<file path="config.mk">
export PLATFORM = sky130hd
export DESIGN_NAME = rom_read_arbiter
export DESIGN_NICKNAME = d
export VERILOG_FILES = /design/src/rtl/rom_read_arbiter.sv
export SDC_FILE = /design/constraint.sdc
export NUM_CORES = 1
export LEC_CHECK = 0
export ABC_AREA = 1
export CAP_MARGIN = 20
export CORE_ASPECT_RATIO = 1.2
export CORE_MARGIN = 8
export CORE_UTILIZATION = 41
export CTS_BUF_LIST = sky130_fd_sc_hd__clkbuf_2
export CTS_CLUSTER_DIAMETER = 60
export CTS_CLUSTER_SIZE = 16
export DETAILED_ROUTE_END_ITERATION = 12
export GPL_ROUTABILITY_DRIVEN = 0
export GPL_TIMING_DRIVEN = 1
export HOLD_SLACK_MARGIN = 0.12
export PLACE_DENSITY = 0.72
export SETUP_SLACK_MARGIN = 0.05
export SYNTH_ARGS = -nofsm -noshare
export SYNTH_HDL_FRONTEND = slang
export SYNTH_SLANG_ARGS = --single-unit
</file>
<file path="constraint.sdc">
create_clock -name clk -period 9.4 [get_ports clk]
set_input_delay 0.94 -clock clk [delete_from_list [all_inputs] [get_ports clk]]
set_output_delay 0.94 -clock clk [all_outputs]
set_load 0.05 [all_outputs]
</file>
<file path="src/rtl/rom_read_arbiter.sv">
// Round-robin arbiter sharing one ROM read port among NUM_REQ FIFO-fill lanes.
// A one-hot tag pipeline tracks the ROM latency and steers each returned byte to its lane.
module rom_read_arbiter #(
  parameter int NUM_REQ = 9,
  parameter int ADDR_W  = 20,
  parameter int DATA_W  = 8,
  parameter int RD_LAT  = 2
) (
  input  logic                      clk,
  input  logic                      reset,
  input  logic                      enable_i,
  input  logic [NUM_REQ-1:0]        req_i,
  input  logic [NUM_REQ*ADDR_W-1:0] req_addr_i,
  input  logic [NUM_REQ-1:0]        fifo_afull_i,
  output logic [NUM_REQ-1:0]        gnt_o,
  output logic [ADDR_W-1:0]         rom_addr_o,
  output logic                      rom_en_o,
  input  logic [DATA_W-1:0]         rom_data_i,
  output logic [DATA_W-1:0]         wr_data_o,
  output logic [NUM_REQ-1:0]        wr_en_o,
  output logic                      idle_o
);

  localparam int IDX_W = (NUM_REQ > 1) ? $clog2(NUM_REQ) : 1;

  localparam logic [1:0] ST_IDLE  = 2'd0;
  localparam logic [1:0] ST_RUN   = 2'd1;
  localparam logic [1:0] ST_DRAIN = 2'd2;

  logic [1:0]         state_q, state_d;
  logic [IDX_W-1:0]   rr_ptr_q, rr_ptr_d;
  logic [NUM_REQ-1:0] gnt_q, gnt_d;
  logic [ADDR_W-1:0]  rom_addr_q, rom_addr_d;
  logic               rom_en_q;
  logic               idle_q, idle_d;
  logic [NUM_REQ-1:0] tag_q [RD_LAT];

  logic               grant_ok_s;
  logic               any_req_s;
  logic               inflight_s;
  logic [NUM_REQ-1:0] elig_s;
  logic               win_valid_s;
  logic [IDX_W-1:0]   win_idx_s;
  logic [IDX_W:0]     sum_s;
  logic [IDX_W:0]     cand_s;
  logic               hit_s;

  // A lane granted last cycle still shows req this cycle, so it is masked out.
  always_comb begin
    grant_ok_s = (state_q == ST_RUN) && enable_i;
    any_req_s  = |req_i;
    elig_s     = req_i & ~fifo_afull_i & ~gnt_q & {NUM_REQ{grant_ok_s}};
  end

  always_comb begin
    win_valid_s = 1'b0;
    win_idx_s   = '0;
    sum_s       = '0;
    cand_s      = '0;
    hit_s       = 1'b0;
    for (int i = 1; i <= NUM_REQ; i++) begin
      sum_s       = {1'b0, rr_ptr_q} + (IDX_W+1)'(i);
      cand_s      = (sum_s >= (IDX_W+1)'(NUM_REQ)) ? (sum_s - (IDX_W+1)'(NUM_REQ)) : sum_s;
      hit_s       = elig_s[cand_s[IDX_W-1:0]] & ~win_valid_s;
      win_idx_s   = hit_s ? cand_s[IDX_W-1:0] : win_idx_s;
      win_valid_s = win_valid_s | hit_s;
    end
  end

  // Reads that will still be in the tag pipeline after the next shift.
  always_comb begin
    inflight_s = |gnt_q;
    for (int i = 0; i < RD_LAT - 1; i++) begin
      inflight_s = inflight_s | (|tag_q[i]);
    end
  end

  always_comb begin
    gnt_d = '0;
    if (win_valid_s) begin
      gnt_d[win_idx_s] = 1'b1;
    end else begin
      gnt_d = '0;
    end
    rr_ptr_d   = win_valid_s ? win_idx_s : rr_ptr_q;
    rom_addr_d = win_valid_s ? req_addr_i[win_idx_s*ADDR_W +: ADDR_W] : rom_addr_q;
  end

  always_comb begin
    state_d = state_q;
    case (state_q)
      ST_IDLE: begin
        state_d = (enable_i && any_req_s) ? ST_RUN : ST_IDLE;
      end
      ST_RUN: begin
        if (!enable_i) begin
          state_d = ST_DRAIN;
        end else if (!any_req_s) begin
          state_d = inflight_s ? ST_DRAIN : ST_IDLE;
        end else begin
          state_d = ST_RUN;
        end
      end
      ST_DRAIN: begin
        if (!inflight_s) begin
          state_d = ST_IDLE;
        end else if (enable_i && any_req_s) begin
          state_d = ST_RUN;
        end else begin
          state_d = ST_DRAIN;
        end
      end
      default: begin
        state_d = ST_IDLE;
      end
    endcase
    idle_d = (state_d == ST_IDLE) && !inflight_s && !(|gnt_d);
  end

  always_ff @(posedge clk or negedge reset) begin
    if (!reset) begin
      state_q    <= ST_IDLE;
      rr_ptr_q   <= IDX_W'(NUM_REQ - 1);
      gnt_q      <= '0;
      rom_addr_q <= '0;
      rom_en_q   <= 1'b0;
      idle_q     <= 1'b1;
    end else begin
      state_q    <= state_d;
      rr_ptr_q   <= rr_ptr_d;
      gnt_q      <= gnt_d;
      rom_addr_q <= rom_addr_d;
      rom_en_q   <= win_valid_s;
      idle_q     <= idle_d;
    end
  end

  // Tag pipeline shifts unconditionally; its last stage is the FIFO write strobe.
  always_ff @(posedge clk or negedge reset) begin
    if (!reset) begin
      for (int i = 0; i < RD_LAT; i++) begin
        tag_q[i] <= '0;
      end
    end else begin
      tag_q[0] <= gnt_q;
      for (int i = 1; i < RD_LAT; i++) begin
        tag_q[i] <= tag_q[i-1];
      end
    end
  end

  assign gnt_o      = gnt_q;
  assign rom_addr_o = rom_addr_q;
  assign rom_en_o   = rom_en_q;
  assign wr_en_o    = tag_q[RD_LAT-1];
  assign wr_data_o  = rom_data_i;
  assign idle_o     = idle_q;

endmodule

</file>
Word-level counts from Yosys, hierarchy flattened:

Index checks and enable logic that the tools add are counted.

* logic and storage cells: 139
* bits in registers: 55
* output and inout port bits: 48
* input port bits: 209

* mux-type cells: 46
* magnitude comparators: 20
* $add $sub $neg: 18
* bitwise gates (word level): 30
* multiply operators: 1
* reductions and logical operators: 13
* shift operators: 1
* equality and inequality tests: 2

Operators with widths (number)
* indexed part select 180 x 10 -> 20 bit: 1
* 2-to-1 mux 4 bit: 18
* less-than comparator 4 x 5 -> 1 bit (second input constant): 10
* greater-or-equal comparator 5 x 4 -> 1 bit (second input constant): 9
* binary-select mux 1 bit (select 4 bit): 9
* OR reduction 9 bit: 4
* subtractor 4 bit (second input constant): 9
* bitwise AND 9 bit: 3
* adder 4 x 3 -> 5 bit (second input constant): 4
* inverter 9 bit: 2
* 2-to-1 mux 1 bit: 11
* adder 4 x 2 -> 5 bit (second input constant): 2
* adder 4 x 4 -> 5 bit (second input constant): 2
* 2-to-1 mux 2 bit: 5
* 2-to-1 mux 9 bit: 1
* OR 1 bit: 9
* bitwise AND 1 bit: 8
* inverter 1 bit: 8
* multiplier 4 x 3 -> 7 bit (second input constant): 1
* case mux 2 bit (3 select lines): 1
* adder 4 x 1 -> 5 bit (second input constant): 1
* logical AND 1 bit: 5
* demux 1 bit (select 4 bit): 1
* greater-or-equal comparator 4 x 1 -> 1 bit (second input constant): 1
* 4 further kinds: 6

Depth between registers and ports, before layout:

* word-level depth: 38
* gate-level depth with buffers: 39
* depth with buffers taken out: 34

Least setup slack after synthesis:

OpenSTA, ideal clock, no wires.

* path kind: register to register
* start: register rr_ptr_q[0]
* end: register rom_addr_q[15], in the netlist rom_addr_o[15]
* path buffers: 5
* data required time: 9.287 ns
* cell stages (with the launch flop): 38
* arrival time: 3.698 ns
* setup slack: 5.589 ns
* setup time: 0.113 ns
* period minus slack after synthesis: 3.811 ns
* cell sequence: dfrtp_1 -> buf_4 -> inv_1 -> buf_2 -> ha_1 -> buf_6 -> inv_4 -> nand2_1 -> nor2_1 -> nand2_1 -> nand2_2 -> nand2_4 -> nand2_2 -> nand2_2 -> nand2_1 -> nand3_1 -> nand3_1 -> nand3_2 -> (+2 left out) -> nor2_8 -> nand4_4 -> nor2_4 -> nand3_2 -> nand2_1 -> inv_2 -> nand2_4 -> nand2_4 -> buf_8 -> buf_6 -> nand2_1 -> nand2_1 -> nand2_1 -> nand2_1 -> nand2_1 -> nand3_1 -> nand2_1 -> inv_1

* cells in the longest elaborated chain, start to end: 31
* elaborated cells between the ends (all ways): 89
* classes of those cells: 18 x add/sub; 1 x mul; 9 x order compare; 1 x shift; 36 x mux; 24 x bitwise

Ends and longest elaborated chain
* from (decl): line 31 `logic [IDX_W-1:0] rr_ptr_q, rr_ptr_d;`
* from (signal assigned): line 123 `rr_ptr_q <= IDX_W'(NUM_REQ - 1);`
* from (signal assigned): line 130 `rr_ptr_q <= rr_ptr_d;`
* adder 4 x 1 -> 5 bit: line 62 `sum_s = {1'b0, rr_ptr_q} + (IDX_W+1)'(i);`
* subtractor 4 bit / greater-or-equal comparator 5 x 4 -> 1 bit (equally long branches): line 63 `cand_s = (sum_s >= (IDX_W+1)'(NUM_REQ)) ? (sum_s - (IDX_W+1)'(NUM_REQ)) : sum_s;`
* 2-to-1 mux 4 bit: line 63
* binary-select mux 1 bit (select 4 bit): line 64 `hit_s = elig_s[cand_s[IDX_W-1:0]] & ~win_valid_s;`
* 2-to-1 mux 1 bit (not written as such): line 64
* inverter 1 bit: line 64
* bitwise AND 1 bit: line 64
* OR 1 bit: line 66 `win_valid_s = win_valid_s | hit_s;`
* (+15 left out)
* inverter 1 bit: line 64
* bitwise AND 1 bit: line 64
* OR 1 bit: line 66
* inverter 1 bit: line 64
* bitwise AND 1 bit: line 64
* 2-to-1 mux 4 bit: line 65 `win_idx_s = hit_s ? cand_s[IDX_W-1:0] : win_idx_s;`
* multiplier 4 x 3 -> 7 bit: line 86 `rom_addr_d = win_valid_s ? req_addr_i[win_idx_s*ADDR_W +: ADDR_W] : rom_addr_q;`
* indexed part select 180 x 10 -> 20 bit: line 86
* to (signal assigned): line 132 `rom_addr_q <= rom_addr_d;`
* to (decl): line 33 `logic [ADDR_W-1:0] rom_addr_q, rom_addr_d;`

Several ways; a longest one is shown, not always the timed one. The select of a mux whose other input is x is not followed.
A chain may end at the register's enable or synchronous reset.

Worst setup path after layout:

* start: register rr_ptr_q[0]
* end: register rom_addr_q[12], in the netlist rom_addr_o[12]

The elaborated chain is that of the path after synthesis.

==> flow_metrics.env <==
export IMPL_status="complete, no violations"
export IMPL_drt_total_wl_um=27960
export IMPL_cts_tree="built"
export IMPL_clock_sinks=55
export IMPL_arrival_ns=7.03
export IMPL_timing_rr_start="rr_ptr_q[0]"
export IMPL_setup_tns_ns=0
export IMPL_design_area_um2=9201
export IMPL_ys_ff_latch=55
export IMPL_vias=8424
export IMPL_cp_endpoint="rom_addr_o[12]"
export IMPL_crit_top_cell="nand2_1"
export IMPL_ys_types=49
export IMPL_via_per_inst=5.275
export IMPL_grt_pass1_vias=8210
export IMPL_crit_family="simple AND/OR/NAND/NOR gates"
export IMPL_setup_viol=0
export IMPL_relSlewSlack_pct=32.74
export IMPL_root_buffer="clkbuf_2"
export IMPL_critPathKind="reg -> reg"
export IMPL_htree_num_levels=2
export IMPL_timing_rr_end="rom_addr_o[12]"
export IMPL_max_cap_violations=0
export IMPL_synth_area_leaders="nand2_1 28%, dfrtp_1 19%, nand3_1 14%"
export IMPL_rsz0062_at_grt="no"
export IMPL_place_area_um2=9148
export IMPL_boundaryPins=257
export IMPL_syn_area_um2=6880
export IMPL_final_max_slew_viol_count=0
export IMPL_drc=0
export IMPL_wl_per_cell_um=17.51
export IMPL_syn_avg_cell_area_um2=5.758
export IMPL_nNetsFinal=1608
export IMPL_clock_latency_ns=0.54
export IMPL_synth_seq_area_share_pct=20.04
export IMPL_crit_required_ns=9.80
export IMPL_grt_pass1_wl_um=43240
export IMPL_period_needed_ns=6.631
export IMPL_async_reset_ff_share_pct=100.0
export IMPL_final_cell_mix="517 x nand2_1, 239 x clkdlybuf4s50_1, 186 x nand3_1, 96 x inv_1, 53 x dfrtp_1"
export IMPL_reg2reg_depth=27
export IMPL_grt_ovfl_total=0
export IMPL_cts_hold_buffers=0
export IMPL_fin_skew_ns=0.08258
export IMPL_slowest_delay_ns=1.10
export IMPL_hold_path_class="reg -> reg"
export IMPL_core_um2=16660
export IMPL_clockBufferDepth=2
export IMPL_ys_flop_type="dfrtp_1"
export IMPL_post_route_period_util_pct=70.55
export IMPL_fin_cells=1597
export IMPL_cts_buffers_inserted=5
export IMPL_cts_setup_buffers=0
export IMPL_grt_start_max_net_pins=85
export IMPL_synth_area_leader_cell="nand2_1"
export IMPL_layout_drive_gt1_share_pct=6.672
export IMPL_dp_cells=1587
export IMPL_synth_edff_count=0
export IMPL_end_kind="register"
export IMPL_worstPathMaxFanout=84
export IMPL_regToRegSetupSlack_ns=2.77
export IMPL_yosysWarnings=0
export IMPL_dieArea_um2=21200
export IMPL_hold_viol_final=0
export IMPL_ant_nets=0
export IMPL_start_kind="register"
export IMPL_crit_cells=27
export IMPL_fin_ws_ns=2.769
export IMPL_grt_total_usage_pct=25.68
export IMPL_dpl_hpwl_um=22140
export IMPL_die_w_um=134.3
export IMPL_numPortBuffers=240
export IMPL_antenna_found_initial=0
export IMPL_initial_core_util_pct=41.31
export IMPL_crit_slowest_cell="dfrtp_1"
export IMPL_syn_inst=1195
export IMPL_startpoint="rr_ptr_q[0]"
export IMPL_dp_slack_ns=3.044
export IMPL_rows=52
export IMPL_path_clk_slew_ns=0.38
export IMPL_ctsResizeCount=0
export IMPL_drt_iter0_markers=738
export IMPL_layout_commonest_cell="nand2_1"
export IMPL_area_growth_pct=33.73
export IMPL_worst_path_buf_inv=4
export IMPL_tightest_slew_ns=1.009
export IMPL_syn_nets=1425
export IMPL_fp_dieH_um=157.9
export IMPL_synth_top_area_share_pct=28.21
export IMPL_fmax_mhz=150.8
export IMPL_dr_pass1_iters=6
[cell families after synthesis]
kind of cell | after synthesis | synth area share [%]
buf+inv | 178 | 12.40
simple gates | 841 | 53.97
flops | 55 | 20.04
fa+ha+maj | 21 | 3.819
mux | 1 | 0.1455
compound gates | 85 | 7.456
xor+xnor | 14 | 2.164
[layer usage]
layer	track usage, %	wire (um)	vias to the layer above
li1	-	-	4151
met3	6.254	2530	108
met1	28.27	10330	3748
met4	15.21	1746	0
met5	0	0	-
met2	44.17	13350	417
[synthesized netlist by cell type (7+ instances only)]
cell,instances
nor2_1,51
buf_6,9
a21oi_1,12
o21ai_1,13
o211ai_1,17
xor2_1,10
buf_2,25
nand4_1,7
dfrtp_1,53
or2_2,20
inv_2,10
nor3_1,10
buf_4,18
nand2_2,15
nand2_4,8
nand3_1,186
inv_1,96
clkbuf_1,14
nand2_1,517
o21ai_0,29
ha_1,21
[registers in the layout, summed over array words and instances (netlist names)]
register / count
rom_addr_o: 20
gnt_o: 9
tag_q: 9
wr_en_o: 9
rr_ptr_q: 4
state_q: 2
idle_o: 1
rom_en_o: 1
[cell type report]
class	instances	area [um^2]
tap	216	270.3
inverter	110	420.4
multi-input combinational	962	4651
clock inverter	3	23.77
sequential	55	1379
fill	1745	7455
clock buffer	5	25.02
timing repair buffer	244	2427
antenna	2	5.005
[metrics by stage]
step / utilization, % / hold slack (ns)
after global placement: 54.92 / 0.3603
after detailed placement: 54.92 / 0.3621
after CTS: 55.21 / 0.4190
after floorplan: - / 0.3540
after global routing: 55.21 / 0.4286
final: 55.24 / 0.4165
[worst register-to-register path, delay by kind of cell, from the launching register on]
kind | cells | cell delay [ns]
AO/OA/AOI/OAI | 5 | 0.77
adder cells (fa/ha/maj) | 1 | 0.68
buffers and inverters | 4 | 0.75
flip-flops | 1 | 1.10
AND/OR/NAND/NOR | 17 | 3.19
[worst min-delay path by stage]
stage              start          to  slack (ns)  cells after the start
3_5_place_dp   tag_q[13]  wr_en_o[4]        0.36                      0
3_3_place_gp   tag_q[11]  wr_en_o[2]        0.36                      0
6_report       tag_q[11]  wr_en_o[2]        0.42                      0
4_1_cts        tag_q[13]  wr_en_o[4]        0.42                      0
2_1_floorplan  tag_q[10]  wr_en_o[1]        0.35                      0
5_1_grt        tag_q[10]  wr_en_o[1]        0.43                      0
Power is not shown: default switching activity piles up to over one toggle a cycle in this logic, so the estimate is an artifact.
